<file path="config.mk">
export PLATFORM = sky130hd
export DESIGN_NAME = code_tally
export DESIGN_NICKNAME = d
export VERILOG_FILES = /design/src/rtl/code_tally_pkg.sv /design/src/rtl/sat_counter.sv /design/src/rtl/code_tally.sv
export SDC_FILE = /design/constraint.sdc
export NUM_CORES = 1
export LEC_CHECK = 0
export ABC_AREA = 1
export BUFFER_PORTS_ARGS = -buffer_cell sky130_fd_sc_hd__buf_2
export CORE_MARGIN = 10
export CORE_UTILIZATION = 30
export DETAILED_ROUTE_END_ITERATION = 10
export PLACE_DENSITY = 0.51
export SYNTH_ARGS = -nofsm -noshare
export SYNTH_HDL_FRONTEND = slang
export SYNTH_SLANG_ARGS = --single-unit
</file>
<file path="constraint.sdc">
create_clock -name clk -period 2.3 [get_ports clk]
set_input_delay 0.115 -clock clk [delete_from_list [all_inputs] [get_ports clk]]
set_output_delay 0.115 -clock clk [all_outputs]
set_load 0.02 [all_outputs]
</file>
<file path="src/rtl/code_tally_pkg.sv">
// rtl/code_tally_pkg.sv - shared types and constants for the decoder code tally
package code_tally_pkg;

    typedef enum logic [2:0] {
        ST_IDLE  = 3'd0,
        ST_CLEAR = 3'd1,
        ST_COUNT = 3'd2,
        ST_SCAN  = 3'd3,
        ST_DONE  = 3'd4
    } state_t;

    localparam int NUM_CODES = 8;
    localparam int CODE_MIN  = 1;
    localparam int CODE_MAX  = 8;
    localparam int SCAN_LEN  = 8;

    function automatic logic is_legal(input logic [3:0] c);
        return (c >= 4'(CODE_MIN)) && (c <= 4'(CODE_MAX));
    endfunction

endpackage

</file>
<file path="src/rtl/sat_counter.sv">
// rtl/sat_counter.sv - clearable up-counter that sticks at all-ones
module sat_counter #(
    parameter int CNT_W = 8
) (
    input  logic             clk,
    input  logic             rst_n,
    input  logic             clr,
    input  logic             inc,
    output logic [CNT_W-1:0] q
);

    always_ff @(posedge clk or negedge rst_n) begin
        if (!rst_n) begin
            q <= '0;
        end else if (clr) begin
            q <= '0;
        end else if (inc && (q != '1)) begin
            q <= q + CNT_W'(1);
        end
    end

endmodule

</file>
<file path="src/rtl/code_tally.sv">
// rtl/code_tally.sv - windowed per-code tally of decoder output with most-frequent-code scan
module code_tally
    import code_tally_pkg::*;
#(
    parameter int CNT_W  = 8,
    parameter int WINDOW = 16
) (
    input  logic             clk,
    input  logic             rst_n,
    input  logic             start,
    input  logic             code_valid,
    input  logic [3:0]       code,
    input  logic [2:0]       rd_idx,
    output logic [CNT_W-1:0] rd_cnt,
    output logic [CNT_W-1:0] err_cnt,
    output logic [3:0]       top_code,
    output logic             busy,
    output logic             done
);

    state_t                 state;
    logic [CNT_W-1:0]       samp_cnt;
    logic [2:0]             scan_idx;
    logic [CNT_W-1:0]       max_val;
    logic [3:0]             max_code;
    logic [CNT_W-1:0]       cnt [NUM_CODES];
    logic [NUM_CODES-1:0]   inc;
    logic                   err_inc;
    logic                   clr;
    logic [CNT_W-1:0]       scan_val;
    logic                   scan_win;
    logic [3:0]             nxt_code;

    assign clr = (state == ST_CLEAR);

    always_comb begin
        inc     = '0;
        err_inc = 1'b0;
        if ((state == ST_COUNT) && code_valid) begin
            if (is_legal(code)) begin
                inc[3'(code - 4'd1)] = 1'b1;
            end else begin
                err_inc = 1'b1;
            end
        end
    end

    for (genvar g = 0; g < NUM_CODES; g++) begin : g_cnt
        sat_counter #(.CNT_W(CNT_W)) u_cnt (
            .clk   (clk),
            .rst_n (rst_n),
            .clr   (clr),
            .inc   (inc[g]),
            .q     (cnt[g])
        );
    end

    sat_counter #(.CNT_W(CNT_W)) u_err (
        .clk   (clk),
        .rst_n (rst_n),
        .clr   (clr),
        .inc   (err_inc),
        .q     (err_cnt)
    );

    // Strict greater-than keeps the earliest (lowest) code on ties and never lets a zero count win.
    assign scan_val = cnt[scan_idx];
    assign scan_win = (scan_val > max_val);
    assign nxt_code = scan_win ? (4'(scan_idx) + 4'd1) : max_code;

    always_ff @(posedge clk or negedge rst_n) begin
        if (!rst_n) begin
            state    <= ST_IDLE;
            samp_cnt <= '0;
            scan_idx <= '0;
            max_val  <= '0;
            max_code <= '0;
            top_code <= '0;
            busy     <= 1'b0;
            done     <= 1'b0;
        end else begin
            done <= 1'b0;
            case (state)
                ST_IDLE: begin
                    if (start) begin
                        state <= ST_CLEAR;
                        busy  <= 1'b1;
                    end
                end
                ST_CLEAR: begin
                    samp_cnt <= '0;
                    scan_idx <= '0;
                    max_val  <= '0;
                    max_code <= '0;
                    state    <= ST_COUNT;
                end
                ST_COUNT: begin
                    if (code_valid) begin
                        if (samp_cnt == CNT_W'(WINDOW - 1)) begin
                            state <= ST_SCAN;
                        end else begin
                            samp_cnt <= samp_cnt + CNT_W'(1);
                        end
                    end
                end
                ST_SCAN: begin
                    if (scan_win) begin
                        max_val  <= scan_val;
                        max_code <= nxt_code;
                    end
                    scan_idx <= scan_idx + 3'd1;
                    if (scan_idx == 3'(SCAN_LEN - 1)) begin
                        state    <= ST_DONE;
                        top_code <= nxt_code;
                        busy     <= 1'b0;
                        done     <= 1'b1;
                    end
                end
                ST_DONE: begin
                    state <= ST_IDLE;
                end
                default: begin
                    state <= ST_IDLE;
                end
            endcase
        end
    end

    always_ff @(posedge clk or negedge rst_n) begin
        if (!rst_n) begin
            rd_cnt <= '0;
        end else begin
            rd_cnt <= cnt[rd_idx];
        end
    end

endmodule

</file>
* Word level (Yosys, flattened, before mapping)
Index checks and enable logic that the tools add are counted.
Storage, ports and cells: flip-flop bits (word level) 112, bits of input ports 11, output and inout port bits 22, logic and storage cells 139
Operators by class: add/subtract/negate cells 13, $lt $le $gt $ge 7, equal/unequal tests 20, mux-type cells 49, bitwise operators 2, reduce and logical (&&, ||, !) cells 30
Operators by type and width (count):
- 8-bit 2-to-1 mux | 27
- 8-bit by 1-bit adder with 8-bit output, second input constant | 10
- 8-bit != test, second input constant | 9
- 8-bit binary-select mux with 3-bit select | 2
- 8-bit case mux with 2 select lines | 2
- 2-bit nonzero test | 12
- 1-bit logical AND | 12
- 3-bit 2-to-1 mux | 4
- 3-bit case mux with 4 select lines | 1
- 2-bit != test, second input constant | 5
- 8-bit by 4-bit == test with 1-bit output, second input constant | 1
- 4-bit >= comparator, second input constant | 2
- 8-bit > comparator | 1
- 4-bit 2-to-1 mux | 2
- 3-bit NOT with 4-bit output | 2
- 4-bit case mux with 2 select lines | 1
- 1-bit 2-to-1 mux | 7
- 3-bit by 2-bit == test with 1-bit output, second input constant | 2
- 3-bit case mux with 2 select lines | 1
- 3-bit AND reduction | 2
- 3-bit by 1-bit adder with 4-bit output, second input constant | 1
- 4-bit by 1-bit >= comparator with 1-bit output, second input constant | 1
- 4-bit less-or-equal comparator, second input constant | 1
- 3-bit by 4-bit less-than comparator with 1-bit output, second input constant | 1
- other kinds (11) | 12

* Logic depth before layout (Yosys ltp)
Gate-level depths: netlist of run 1.
depth after elaboration 10, gate-level depth with buffers 19, mapped depth without buffers 18

* Cells and area by module
From an unflattened synthesis of run 1, not the netlist that was laid out.
Second synthesis, totals: cell total of the unflattened synthesis 1163, area total of the unflattened synthesis 7935.1 um2
By module, submodules not included:
- sat_counter | instances 9, cells an instance 74, area each 511.7 um2, sequential area each 200.2 um2
- code_tally | instances 1, cells an instance 497, area each 3329.4 um2, sequential area each 1001.0 um2

* Least setup slack after synthesis of run 1
OpenSTA, ideal clock, no wires.
kind flip-flop to flip-flop, start register scan_idx[0], end register max_val[4], setup time 66 ps, arrival 2314 ps, data required time 2234 ps, slack -80 ps, cell stages (with the launch flop) 15, path buffers 2, clock period less this slack 2380 ps, cell sequence dfrtp_1 inv_1 clkbuf_1 a21oi_1 o21ai_0 nand2_1 o21a_1 ha_1 nand2_1 nor2_1 nand4_1 nand3_2 buf_2 nand3_1 nand2_1
On the way: cells in the longest elaborated chain, start to end 7, elaborated cells between the ends (all ways) 9, those cells by class order compare: 1; eq/ne: 1; mux: 5; bitwise: 1; reduce/logical: 1
Ends and longest elaborated chain:
- start: declaration | RTL line code_tally.sv:23 | logic [2:0] scan_idx;
- start signal: assignment | RTL line code_tally.sv:111 | scan_idx <= scan_idx + 3'd1;
- 3-bit NOT with 4-bit output (implied by the code) * | RTL line code_tally.sv:67 | assign scan_val = cnt[scan_idx];
- 8-bit binary-select mux with 3-bit select * | RTL line code_tally.sv:67
- 8-bit 2-to-1 mux (implied by the code) * (2 in a row) | RTL line code_tally.sv:67
- 8-bit > comparator | RTL line code_tally.sv:68 | assign scan_win = (scan_val > max_val);
- 2-bit != test (no line)
- 2-bit AND reduction (no line)
- end signal: assignment | RTL line code_tally.sv:108 | max_val <= scan_val;
- end: declaration | RTL line code_tally.sv:24 | logic [CNT_W-1:0] max_val;
Every way passes the cells marked *; elsewhere a longest branch is shown, timed or not. The select of a mux whose other input is x is not followed. A chain may end at the register's enable or synchronous reset.

* Worst setup path in the final report of run 1
start register scan_idx[0], end register top_code[3]
On the way: cells in the longest elaborated chain, start to end 6, elaborated cells between the ends (all ways) 9, those cells by class add/sub: 1; order compare: 1; eq/ne: 1; mux: 4; bitwise: 1; reduce/logical: 1
Ends and longest elaborated chain:
- 3-bit NOT with 4-bit output (implied by the code) | RTL line code_tally.sv:67
- 8-bit binary-select mux with 3-bit select | RTL line code_tally.sv:67
- 8-bit 2-to-1 mux (implied by the code) (2 in a row) | RTL line code_tally.sv:67
- 8-bit > comparator | RTL line code_tally.sv:68
- 4-bit 2-to-1 mux | RTL line code_tally.sv:69 | assign nxt_code = scan_win ? (4'(scan_idx) + 4'd1) : max_code;
- end signal: assignment | RTL line code_tally.sv:114 | top_code <= nxt_code;
- end: declaration | RTL line code_tally.sv:16 | output logic [3:0] top_code,
Several ways; a longest one is shown, not always the timed one. The select of a mux whose other input is x is not followed.

==> results of run 1 <==
-- final timing paths --
check | startpoint | endpoint | slack (ns) | cells after the start
min in group asynchronous | rst_n | u_err.q[3] | 0.25 | 2
max in group asynchronous | rst_n | scan_idx[0] | 1.36 | 3
hold reg to reg | top_code[2] | top_code[2] | 0.48 | 2
hold / removal | start | busy | 0.13 | 5
setup reg to reg | scan_idx[0] | top_code[3] | -0.12 | 14
setup / recovery | scan_idx[0] | top_code[3] | -0.12 | 14
-- state kept, by name, indices dropped and copies added, names as in the netlist --
| name | flops |
|---|---|
| max_val | 8 |
| samp_cnt | 8 |
| g_cnt.u_cnt.q | 64 |
| top_code | 4 |
| rd_cnt | 8 |
| busy | 1 |
| done | 1 |
| state | 3 |
| u_err.q | 8 |
| max_code | 4 |
| scan_idx | 3 |
-- cells in the mapped netlist (7+ instances only) --
cell,count
a21oi_1,63
a31oi_1,8
buf_2,12
clkbuf_1,20
dfrtp_1,112
ha_1,23
inv_1,97
nand2_1,239
nand2_2,12
nand3_1,99
nand3b_1,17
nand4_1,21
nor2_1,57
nor2_4,10
nor3_1,13
o21ai_0,82
o21ai_1,7
xor2_1,42
-- placed cells by master, fill, tap and decap left out, types with 6 or more instances in the layout --
| master | netlist | final |
|---|---|---|
| nand4_1 | 21 | 21 |
| nand2_2 | 12 | 16 |
| o21ai_2 | 3 | 12 |
| buf_12 | 0 | 7 |
| nand3_1 | 99 | 96 |
| a31oi_1 | 8 | 8 |
| nor3_1 | 13 | 13 |
| o21ai_1 | 7 | 21 |
| inv_1 | 97 | 95 |
| nor2_2 | 5 | 7 |
| a21oi_2 | 1 | 6 |
| a21oi_1 | 63 | 56 |
| nor2_1 | 57 | 55 |
| nand2_1 | 239 | 233 |
| nand3_2 | 4 | 6 |
| ha_1 | 23 | 19 |
| dfrtp_1 | 112 | 111 |
| o21ai_0 | 82 | 55 |
| clkbuf_16 | 0 | 9 |
| nor2_4 | 10 | 10 |
| xor2_1 | 42 | 42 |
| buf_2 | 12 | 31 |
| nand3b_1 | 17 | 17 |
| buf_4 | 2 | 85 |
-- final cells by class --
| type | count | area [um2] |
|---|---|---|
| tap | 324 | 405 |
| inverter | 102 | 390 |
| sequential | 112 | 2800 |
| multi-input combinational | 742 | 4290 |
| clock inverter | 5 | 31.3 |
| antenna | 1 | 2.50 |
| clock buffer | 11 | 253 |
| fill | 2543 | 15000 |
| timing repair buffer | 134 | 1120 |
-- what timing repair did --
action,in CTS,in global routing
hold buffers,1,0
endpoints found under the hold margin,29,0
setup endpoints to repair,16,16
gates resized for setup,66,24
pin swaps,13,15
buffers inserted,6,4
cloned,4,0
-- worst max-delay path: stages, from the launching register on --
cell and delay, ns:
dfrtp_2 0.46, buf_12 0.16, buf_16 0.14, o21ai_4 0.16, nand2_1 0.08, o21a_1 0.22
ha_4 0.28, nand2_2 0.05, nor2_2 0.12, nand4_1 0.20, buf_4 0.20, nand3_1 0.10
nand2_1 0.06, nand2_1 0.05, nand2_1 0.04
-- metrics by stage --
| step | hold slack (ns) | total power [mW] | area, um2 | TNS [ns] |
|---|---|---|---|---|
| finish | 0.131 | 7.79 | 9300 | -1.54 |
| global route | 0.140 | 8.37 | 9300 | -4.28 |
| CTS | 0.120 | 7.67 | 9200 | -1.50 |
| detailed placement | 0.115 | 5.39 | 8540 | -4.72 |
| global placement | 0.112 | 5.41 | 8540 | -4.42 |
| floorplan | -0.181 | 4.37 | 7420 | 0 |
-- power by group through the flow --
stage                     combinational (mW)  clock [mW]  sequential (mW)
after floorplan                         2.04           0             2.33
after global placement                  3.09           0             2.32
after detailed placement                3.07           0             2.32
after CTS                               3.76        1.61             2.29
after global routing                    4.36        1.69             2.32
final                                   3.93        1.56             2.30
-- cells by family after synthesis --
family          count (synthesis)  share of synthesized area, %
simple gates                  494                          32.5
xor+xnor                       46                          5.54
fa+ha+maj                      23                          3.88
compound gates                179                          12.9
flops                         112                          37.8
buf+inv                       139                          7.38
-- routing by layer --
layer  vias up  share of wire [%]  global-route usage (%)  wire [um]
met3        35                6.5                    3.35       1440
li1       3495                  -                       -          -
met1      3217                 48                    20.3      10800
met5         -                  0                       0          0
met2       152                 42                    21.3       9480
met4         0                2.9                    6.30        639
==> impl_metrics.toml, run 1 <==
[layout]
drive_above_1_share_pct = 22.2
utilization_pct = 38.2
fin_nets = 1135
fin_cells = 1431
syn2layout_area_growth_pct = 25.4

[detailed_routing]
wl_mm = 22.3
drtPass1Iterations = 5
drc_errors = 0
viasPerCell = 4.82
first_iter_violations = 510
drtAntennaViolNets = 0
via_count = 6899
wl_per_cell_um = 15.6

[clock_tree]
path_clk_slew_ns = 0.08
cts_buffer_depth = 2
numCtsBuffers = 9
cts_tree = "built"
clockRootBuffer = "clkbuf_16"
cts_max_level = 3
clock_sinks = 112
clk_latency_ns = 0.37

[sta]
rsz0062_at_grt = "true"
min_period_ns = 2.42
max_freq_mhz = 412
fin_skew_ns = 0.00794
hold_viol_final = 0
setup_viol = 16
slew_viol_final = 0
layout_setup_ws_ns = -0.125
worst_pin_slew_ns = 0.517
maxSlewHeadroom_pct = 65.5
period_share_pct = 105

[floorplanning]
die_w_um = 177
die_h_um = 177
fp-row-count = 57
die-area_um2 = 31400
fp.coreArea_um2 = 24300
pin_count = 33
start_util_pct = 30.5

[critical_path]
crit_arrival_ns = 2.69
end_kind = "flop"
worst_setup_path_start_kind = "flop"
path_max_fanout = 8
worstPathRequired_ns = 2.56
crit_type = "flop to flop"

[synth]
synth_nets = 1027
yosysTopAreaCell = "dfrtp_1"
syn_avg_cell_area_um2 = 7.47
synth_ff_type = "dfrtp_1"
synthDominantCellAreaShare_pct = 37.8
synth_cell_types = 40
synth-edff-count = 0
synth_area_leaders = "dfrtp_1 (38%), nand2_1 (12%), nand3_1 (6.7%), o21ai_0 (5.5%), xor2_1 (5.0%)"
async_reset_ff_share_pct = 100
synth_warnings = 0
ys_ff_latch = 112
ys_seq_area_share_pct = 37.8
synth_cells = 993
synth_area_um2 = 7410

[place]
io_buffers = 32
place_ws_ns = -0.334
finalWeightedCongestion = 0.896
placed_cells = 1399
hpwlAfterDp_mm = 16.2

[pwr]
swShare_pct = 42.3
power_density_nw_per_um2 = 838
p_switching_mw = 3.30
seqPwrFrac_pct = 29.5
irDropWorstVdd_uv = 508
p_leak_nw = 4.56
power.share.combinational_pct = 50.5
internal_power_mw = 4.50
clkPwrFrac_pct = 20.0

[global_routing]
grt_max_degree = 87
grt_pass1_vias = 6711
globalRouteTotalUtil_pct = 14.7
gr-total-overflow = 0
grt_first_pass_wirelength_mm = 36.7
antenna_found_initial = 1

[run]
drv_cap = 0

[outcome]
outcome = "finished with violations"
violations = "negative setup slack"

[worst_hold_path]
hold_path_class = "primary input to flop"
Note: power is estimated with default switching activity, not from simulation.
==> run 2: changes to the inputs <==
--- a/config.mk
+++ b/config.mk
@@ -8,8 +8,10 @@
 export ABC_AREA = 1
 export BUFFER_PORTS_ARGS = -buffer_cell sky130_fd_sc_hd__buf_2
+export CELL_PAD_IN_SITES_DETAIL_PLACEMENT = 1
+export CELL_PAD_IN_SITES_GLOBAL_PLACEMENT = 1
 export CORE_MARGIN = 10
 export CORE_UTILIZATION = 30
 export DETAILED_ROUTE_END_ITERATION = 10
-export PLACE_DENSITY = 0.51
+export PLACE_DENSITY = 0.63
 export SYNTH_ARGS = -nofsm -noshare
 export SYNTH_HDL_FRONTEND = slang
==> constraint.sdc (replaced) <==
create_clock -name clk -period 2.3 [get_ports clk]
set_input_delay 0.115 -clock clk [delete_from_list [all_inputs] [get_ports clk]]
set_output_delay 0.115 -clock clk [all_outputs]
set_load 0.1 [all_outputs]
==> run 2 against run 1 <==
  * The flow still finishes with violations (negative setup slack)
  * Critical path type unchanged
  * Combinational power grew 15%
  * Maximum frequency shrank 0.47%
  * Non-clock buffer count grew 6
  * Flip-flop and latch count unchanged
  * Register-to-register slack about the same
  * Sequential power barely moved
  * Total power grew 8.5%
==> impl_metrics.toml, run 2 (synthesized netlist as in run 1, its figures left out) <==
[outcome]
outcome = "finished with violations"
violations = "negative setup slack"

[clock_tree]
numCtsBuffers = 9
clock_sinks = 112
cts_tree = "built"
path_clk_slew_ns = 0.09
cts_max_level = 3
cts_buffer_depth = 2
clk_latency_ns = 0.37
clockRootBuffer = "clkbuf_16"

[detailed_routing]
wl_per_cell_um = 17.2
via_count = 7082
first_iter_violations = 433
drtAntennaViolNets = 0
viasPerCell = 4.93
drc_errors = 0
drtPass1Iterations = 5
wl_mm = 24.6

[pwr]
power.share.combinational_pct = 53.2
seqPwrFrac_pct = 27.1
power_density_nw_per_um2 = 898
finalPower_mw = 8.46
clkPwrFrac_pct = 19.8
swShare_pct = 45.8
internal_power_mw = 4.58
p_switching_mw = 3.87
p_leak_nw = 4.60
irDropWorstVdd_uv = 476

[sta]
rsz0062_at_grt = "true"
period_share_pct = 106
setup_viol = 16
setup_tns_ns = -1.58
max_freq_mhz = 410
maxSlewHeadroom_pct = 59.6
fin_skew_ns = 0.0115
min_period_ns = 2.44
slew_viol_final = 0
layout_setup_ws_ns = -0.136
worst_pin_slew_ns = 0.606
hold_viol_final = 0

[floorplanning]
pin_count = 33
fp.coreArea_um2 = 24300
die-area_um2 = 31400
die_w_um = 177
fp-row-count = 57
die_h_um = 177
start_util_pct = 30.5

[layout]
final.fill_count = 2969
antenna_cells = 0
layout_commonest_cell = "nand2_1"
multiInputGateArea_um2 = 4380
utilization_pct = 38.7
largest_register = "g_cnt.u_cnt.q"
syn2layout_area_growth_pct = 27.0
seq_area_um2 = 2810
fin_nets = 1141
most-common-layout-cells = "nand2_1 (231), dfrtp_1 (109), nand3_1 (96), inv_1 (95), buf_4 (89)"
largest_reg_flops = 64
drive_above_1_share_pct = 23.9

[place]
hpwlAfterDp_mm = 17.6
place_ws_ns = -0.435
finalWeightedCongestion = 0.858
io_buffers = 32

[global_routing]
grt_max_degree = 58
globalRouteTotalUtil_pct = 15.5
grt_first_pass_wirelength_mm = 39.1
grt_pass1_vias = 7155
antenna_found_initial = 0
gr-total-overflow = 0

[critical_path]
cpMaxStageDelayCell = "dfrtp_2"
worst_setup_path_start_kind = "flop"
end_kind = "flop"
path_common_cell = "nand2_1"
critical_path.cell_chain = "buf_12, buf_8, buf_6, o21ai_4, o21ai_2, nand2_1, nand2_2, ha_4, nand2_4, nor2_4, nand4_1, buf_6, nand2_4, nand2_1, nand2_1, nand2_1, nand2_1"
crit_type = "flop to flop"
crit_buf_inv = 4
cpPeakStageDelay_ns = 0.47
worstPathRequired_ns = 2.62
path_max_fanout = 6
crit_arrival_ns = 2.76
crit_family = "simple AND/OR/NAND/NOR gates"

[run]
drv_cap = 0

[worst_hold_path]
hold_path_class = "primary input to flop"
run 2: changes by cell type in the layout (fill, tap and decap cells not counted), sizes merged:
| cell | before | now |
|---|---|---|
| clkinvlp | 1 | 0 |
| diode | 1 | 0 |
| inv | 100 | 106 |
| buf | 133 | 137 |
| clkinv | 6 | 3 |
run 2: final cells by class:
class                   instances  area share [%]
multi-input cells             742            46.5
flip-flops and latches        112            29.8
repair buffers                140            12.1
well taps                     324            4.31
inverters                     102            4.12
clock buffers                   9            2.39
clock inverters                 7           0.731
run 2: metrics by stage:
| stage | instance area [um2] | std cells | hold WS [ns] |
|---|---|---|---|
| after global placement | 8570 | 1402 | 0.162 |
| after detailed placement | 8570 | 1402 | 0.160 |
| after CTS | 9010 | 1422 | 0.105 |
| after global routing | 9410 | 1436 | 0.131 |
| final | 9410 | 1436 | 0.106 |
| after floorplan | 7420 | 993 | -0.181 |
run 2: power groups by stage:
| stage | combinational, mW | sequential, mW | clock, mW |
|---|---|---|---|
| 2_1_floorplan | 2.03 | 2.52 | 0 |
| 3_3_place_gp | 3.40 | 2.31 | 0 |
| 3_5_place_dp | 3.44 | 2.31 | 0 |
| 4_1_cts | 3.71 | 2.29 | 1.73 |
| 5_1_grt | 4.91 | 2.32 | 1.78 |
| 6_report | 4.50 | 2.29 | 1.67 |
run 2: path summary, 6_finish.rpt:
| kind | start | endpoint | slack [ns] | cells after the start |
|---|---|---|---|---|
| setup / recovery | scan_idx[0] | top_code[3] | -0.14 | 17 |
| hold / removal | start | busy | 0.11 | 5 |
| setup reg to reg | scan_idx[0] | top_code[3] | -0.14 | 17 |
| hold reg to reg | top_code[0] | top_code[0] | 0.49 | 2 |
| max in group asynchronous | rst_n | g_cnt[7].u_cnt.q[6] | 1.35 | 3 |
| min in group asynchronous | rst_n | u_err.q[3] | 0.28 | 2 |
run 2: per-layer routing:
metal	part of all wire, %	track usage [%]	wire length [um]	up-vias
li1	-	-	-	3489
met1	47	20.7	11600	3463
met2	47	25.4	11700	103
met3	3.7	2.50	917	27
met4	1.8	4.13	442	0
met5	0	0	0	-
run 2: tightest hold or removal path, cell delays in order:
cell and delay, ns:
buf_2 0.09, inv_1 0.05, nand2_1 0.06, o21ai_0 0.07
a21oi_1 0.06
run 2: timing repair:
item	CTS	global route
hold endpoints to repair	36	0
setup buffers	2	12
setup endpoints to repair	16	16
pin swaps	0	13
gates cloned	1	3
hold buffers	1	0
resized for setup	43	64
==> run 3: changes to the inputs <==
Settings changed: PLACE_DENSITY 0.63 to 0.64, SYNTH_HIERARCHICAL set to 1.
==> run 3 against run 2 <==
  * The run still ends with negative setup slack left
  * Total power is 23% higher
  * Core utilization is 2.3 points lower
  * Clock power hardly changed
  * Largest power group unchanged
==> impl_metrics.toml, run 3 <==
[place]
place_area_um2 = 9110
placed_cells = 1596
hpwlAfterDp_mm = 19.9
finalWeightedCongestion = 0.884
place_ws_ns = -0.143
io_buffers = 32

[sta]
period_share_pct = 101
slew_viol_final = 0
hold_slack_ns = 0.0401
maxSlewHeadroom_pct = 61.8
setup_tns_ns = -0.0684
worst_pin_slew_ns = 0.573
hold_viol_final = 0
setup_viol = 5
max_freq_mhz = 431
layout_setup_ws_ns = -0.0194
min_period_ns = 2.32
rsz0062_at_grt = "true"
fin_skew_ns = 0.0110

[layout]
most-common-layout-cells = "nand2_1 (312), inv_1 (149), dfrtp_1 (111), nand3_1 (110), nor2_1 (100)"
design_area_um2 = 9500
layout_commonest_cell = "nand2_1"
largest_reg_flops = 64
fin_nets = 1307
fin_cells = 1616
drive_above_1_share_pct = 18.8
syn2layout_area_growth_pct = 19.7
largest_register = "g_cnt.u_cnt/q"

[floorplanning]
start_util_pct = 30.5
fp.coreArea_um2 = 26100
pin_count = 33
fp-row-count = 59
die_h_um = 183
die_w_um = 183
die-area_um2 = 33400

[detailed_routing]
wl_mm = 25.2
drc_errors = 0
first_iter_violations = 406
wl_per_cell_um = 15.6
drtAntennaViolNets = 0
drtPass1Iterations = 5
viasPerCell = 4.82
via_count = 7793

[pwr]
p_switching_mw = 5.14
irDropWorstVdd_uv = 891
power_density_nw_per_um2 = 1100
seqPwrFrac_pct = 27.2
p_leak_nw = 4.52
swShare_pct = 49.4
power.share.combinational_pct = 56.6
internal_power_mw = 5.27
clkPwrFrac_pct = 16.2

[synth]
synth_ff_type = "dfrtp_1"
yosysTopAreaCell = "dfrtp_1"
synth_nets = 1196
ys_top_cells_by_count = "nand2_1 (315), inv_1 (149), dfrtp_1 (112)"
async_reset_ff_share_pct = 100
synth_area_um2 = 7940
ys_seq_area_share_pct = 35.3
synth_cell_types = 38
yosysMostFrequentCell = "nand2_1"
synth_area_leaders = "dfrtp_1 (35%), nand2_1 (15%), inv_1 (7.0%), nand3_1 (6.9%), o21ai_0 (5.2%)"
syn_avg_cell_area_um2 = 6.82
synth_warnings = 6
synthDominantCellAreaShare_pct = 35.3
synth-edff-count = 0
synth_cells = 1163
ys_ff_latch = 112

[outcome]
violations = "negative setup slack"
outcome = "finished with violations"

[critical_path]
regToRegSetupSlack_ns = -0.02
worstPathRequired_ns = 2.55
crit_type = "flop to flop"
worst_setup_path_start_kind = "flop"
cpPeakStageDelay_ns = 0.47
end_kind = "flop"
cpMaxStageDelayCell = "dfrtp_2"
crit_family = "simple AND/OR/NAND/NOR gates"
critical_path.cell_chain = "buf_12, o21ai_1, o21ai_1, nand2_1, nand2_1, ha_1, nand2_1, inv_1, buf_4, nand4_4, buf_4, nand2_1, nand2_1, nand3_1, nand2_1"
path_max_fanout = 17
path_common_cell = "nand2_1"
crit_arrival_ns = 2.57
crit_buf_inv = 4

[global_routing]
grt_max_degree = 37
antenna_found_initial = 2
grt_pass1_vias = 7977
globalRouteTotalUtil_pct = 15.3
grt_first_pass_wirelength_mm = 42.0
gr-total-overflow = 0

[clock_tree]
path_clk_slew_ns = 0.09
cts_setup_buffers = 0
cts_tree = "built"
cts_buffer_depth = 2
numCtsBuffers = 9
cts_max_level = 3
clk_latency_ns = 0.37
clockRootBuffer = "clkbuf_16"
clock_sinks = 112

[worst_hold_path]
hold_path_class = "primary input to flop"

[run]
drv_cap = 0
==> run 3: area by class of cell <==
type                       count  area, um2
antenna                        2       5.00
clock inverter                 7       77.6
fill                        3330      16600
clock buffer                   9        225
sequential                   112       2800
timing repair buffer         122        946
multi-input combinational    862       4340
inverter                     167        682
tap                          335        419
==> run 3: worst paths after layout <==
kind	startpoint	to	cells after the start
min reg2reg	top_code[0]	top_code[0]	2
max reg2reg	scan_idx[0]	top_code[2]	15
max	scan_idx[0]	top_code[2]	15
min in group asynchronous	rst_n	samp_cnt[5]	2
min	start	state[1]	3
max in group asynchronous	rst_n	g_cnt[2].u_cnt/q[3]	3
==> run 3: worst register-to-register path, cell delays in order, from the launching register on <==
cell and delay, ns:
dfrtp_2 0.47, buf_12 0.18, o21ai_1 0.15, o21ai_1 0.11
nand2_1 0.08, nand2_1 0.08, ha_1 0.30, nand2_1 0.06
inv_1 0.07, buf_4 0.12, nand4_4 0.12, buf_4 0.17
nand2_1 0.12, nand2_1 0.07, nand3_1 0.06, nand2_1 0.06
==> run 3: what timing repair did <==
| item | 4_1_cts | 5_1_grt |
|---|---|---|
| cloned | 0 | 1 |
| hold endpoints to repair | 33 | 0 |
| setup endpoints to repair | 16 | 25 |
| pin swaps | 2 | 0 |
| hold buffers | 1 | 0 |
| resized for setup | 20 | 15 |
==> run 3: power by group through the flow <==
stage | Combinational (mW) | Sequential [mW] | Clock [mW]
after floorplan | 3.20 | 3.65 | 0
after global placement | 5.70 | 2.85 | 0
after detailed placement | 5.80 | 2.86 | 0
after CTS | 5.89 | 2.84 | 1.76
after global routing | 6.60 | 2.90 | 1.82
final | 5.89 | 2.84 | 1.69
==> run 3: kinds of logic after synthesis <==
logic type	share of synthesized area [%]
fa+ha+maj	3.47
buf+inv	10.4
simple gates	34.7
flops	35.3
compound gates	15.6
xor+xnor	0.552
==> run 3: routing by layer <==
layer,wire [um],GRT usage [%]
met5,0,0
met4,155,3.03
met3,751,2.31
met2,11800,25.2
met1,12500,20.9
==> run 3: metrics by stage <==
step,power [mW],utilization [%]
after floorplan,6.85,-
after global placement,8.56,35.0
after detailed placement,8.66,35.0
after CTS,10.5,36.2
after global routing,11.3,36.4
final,10.4,36.4
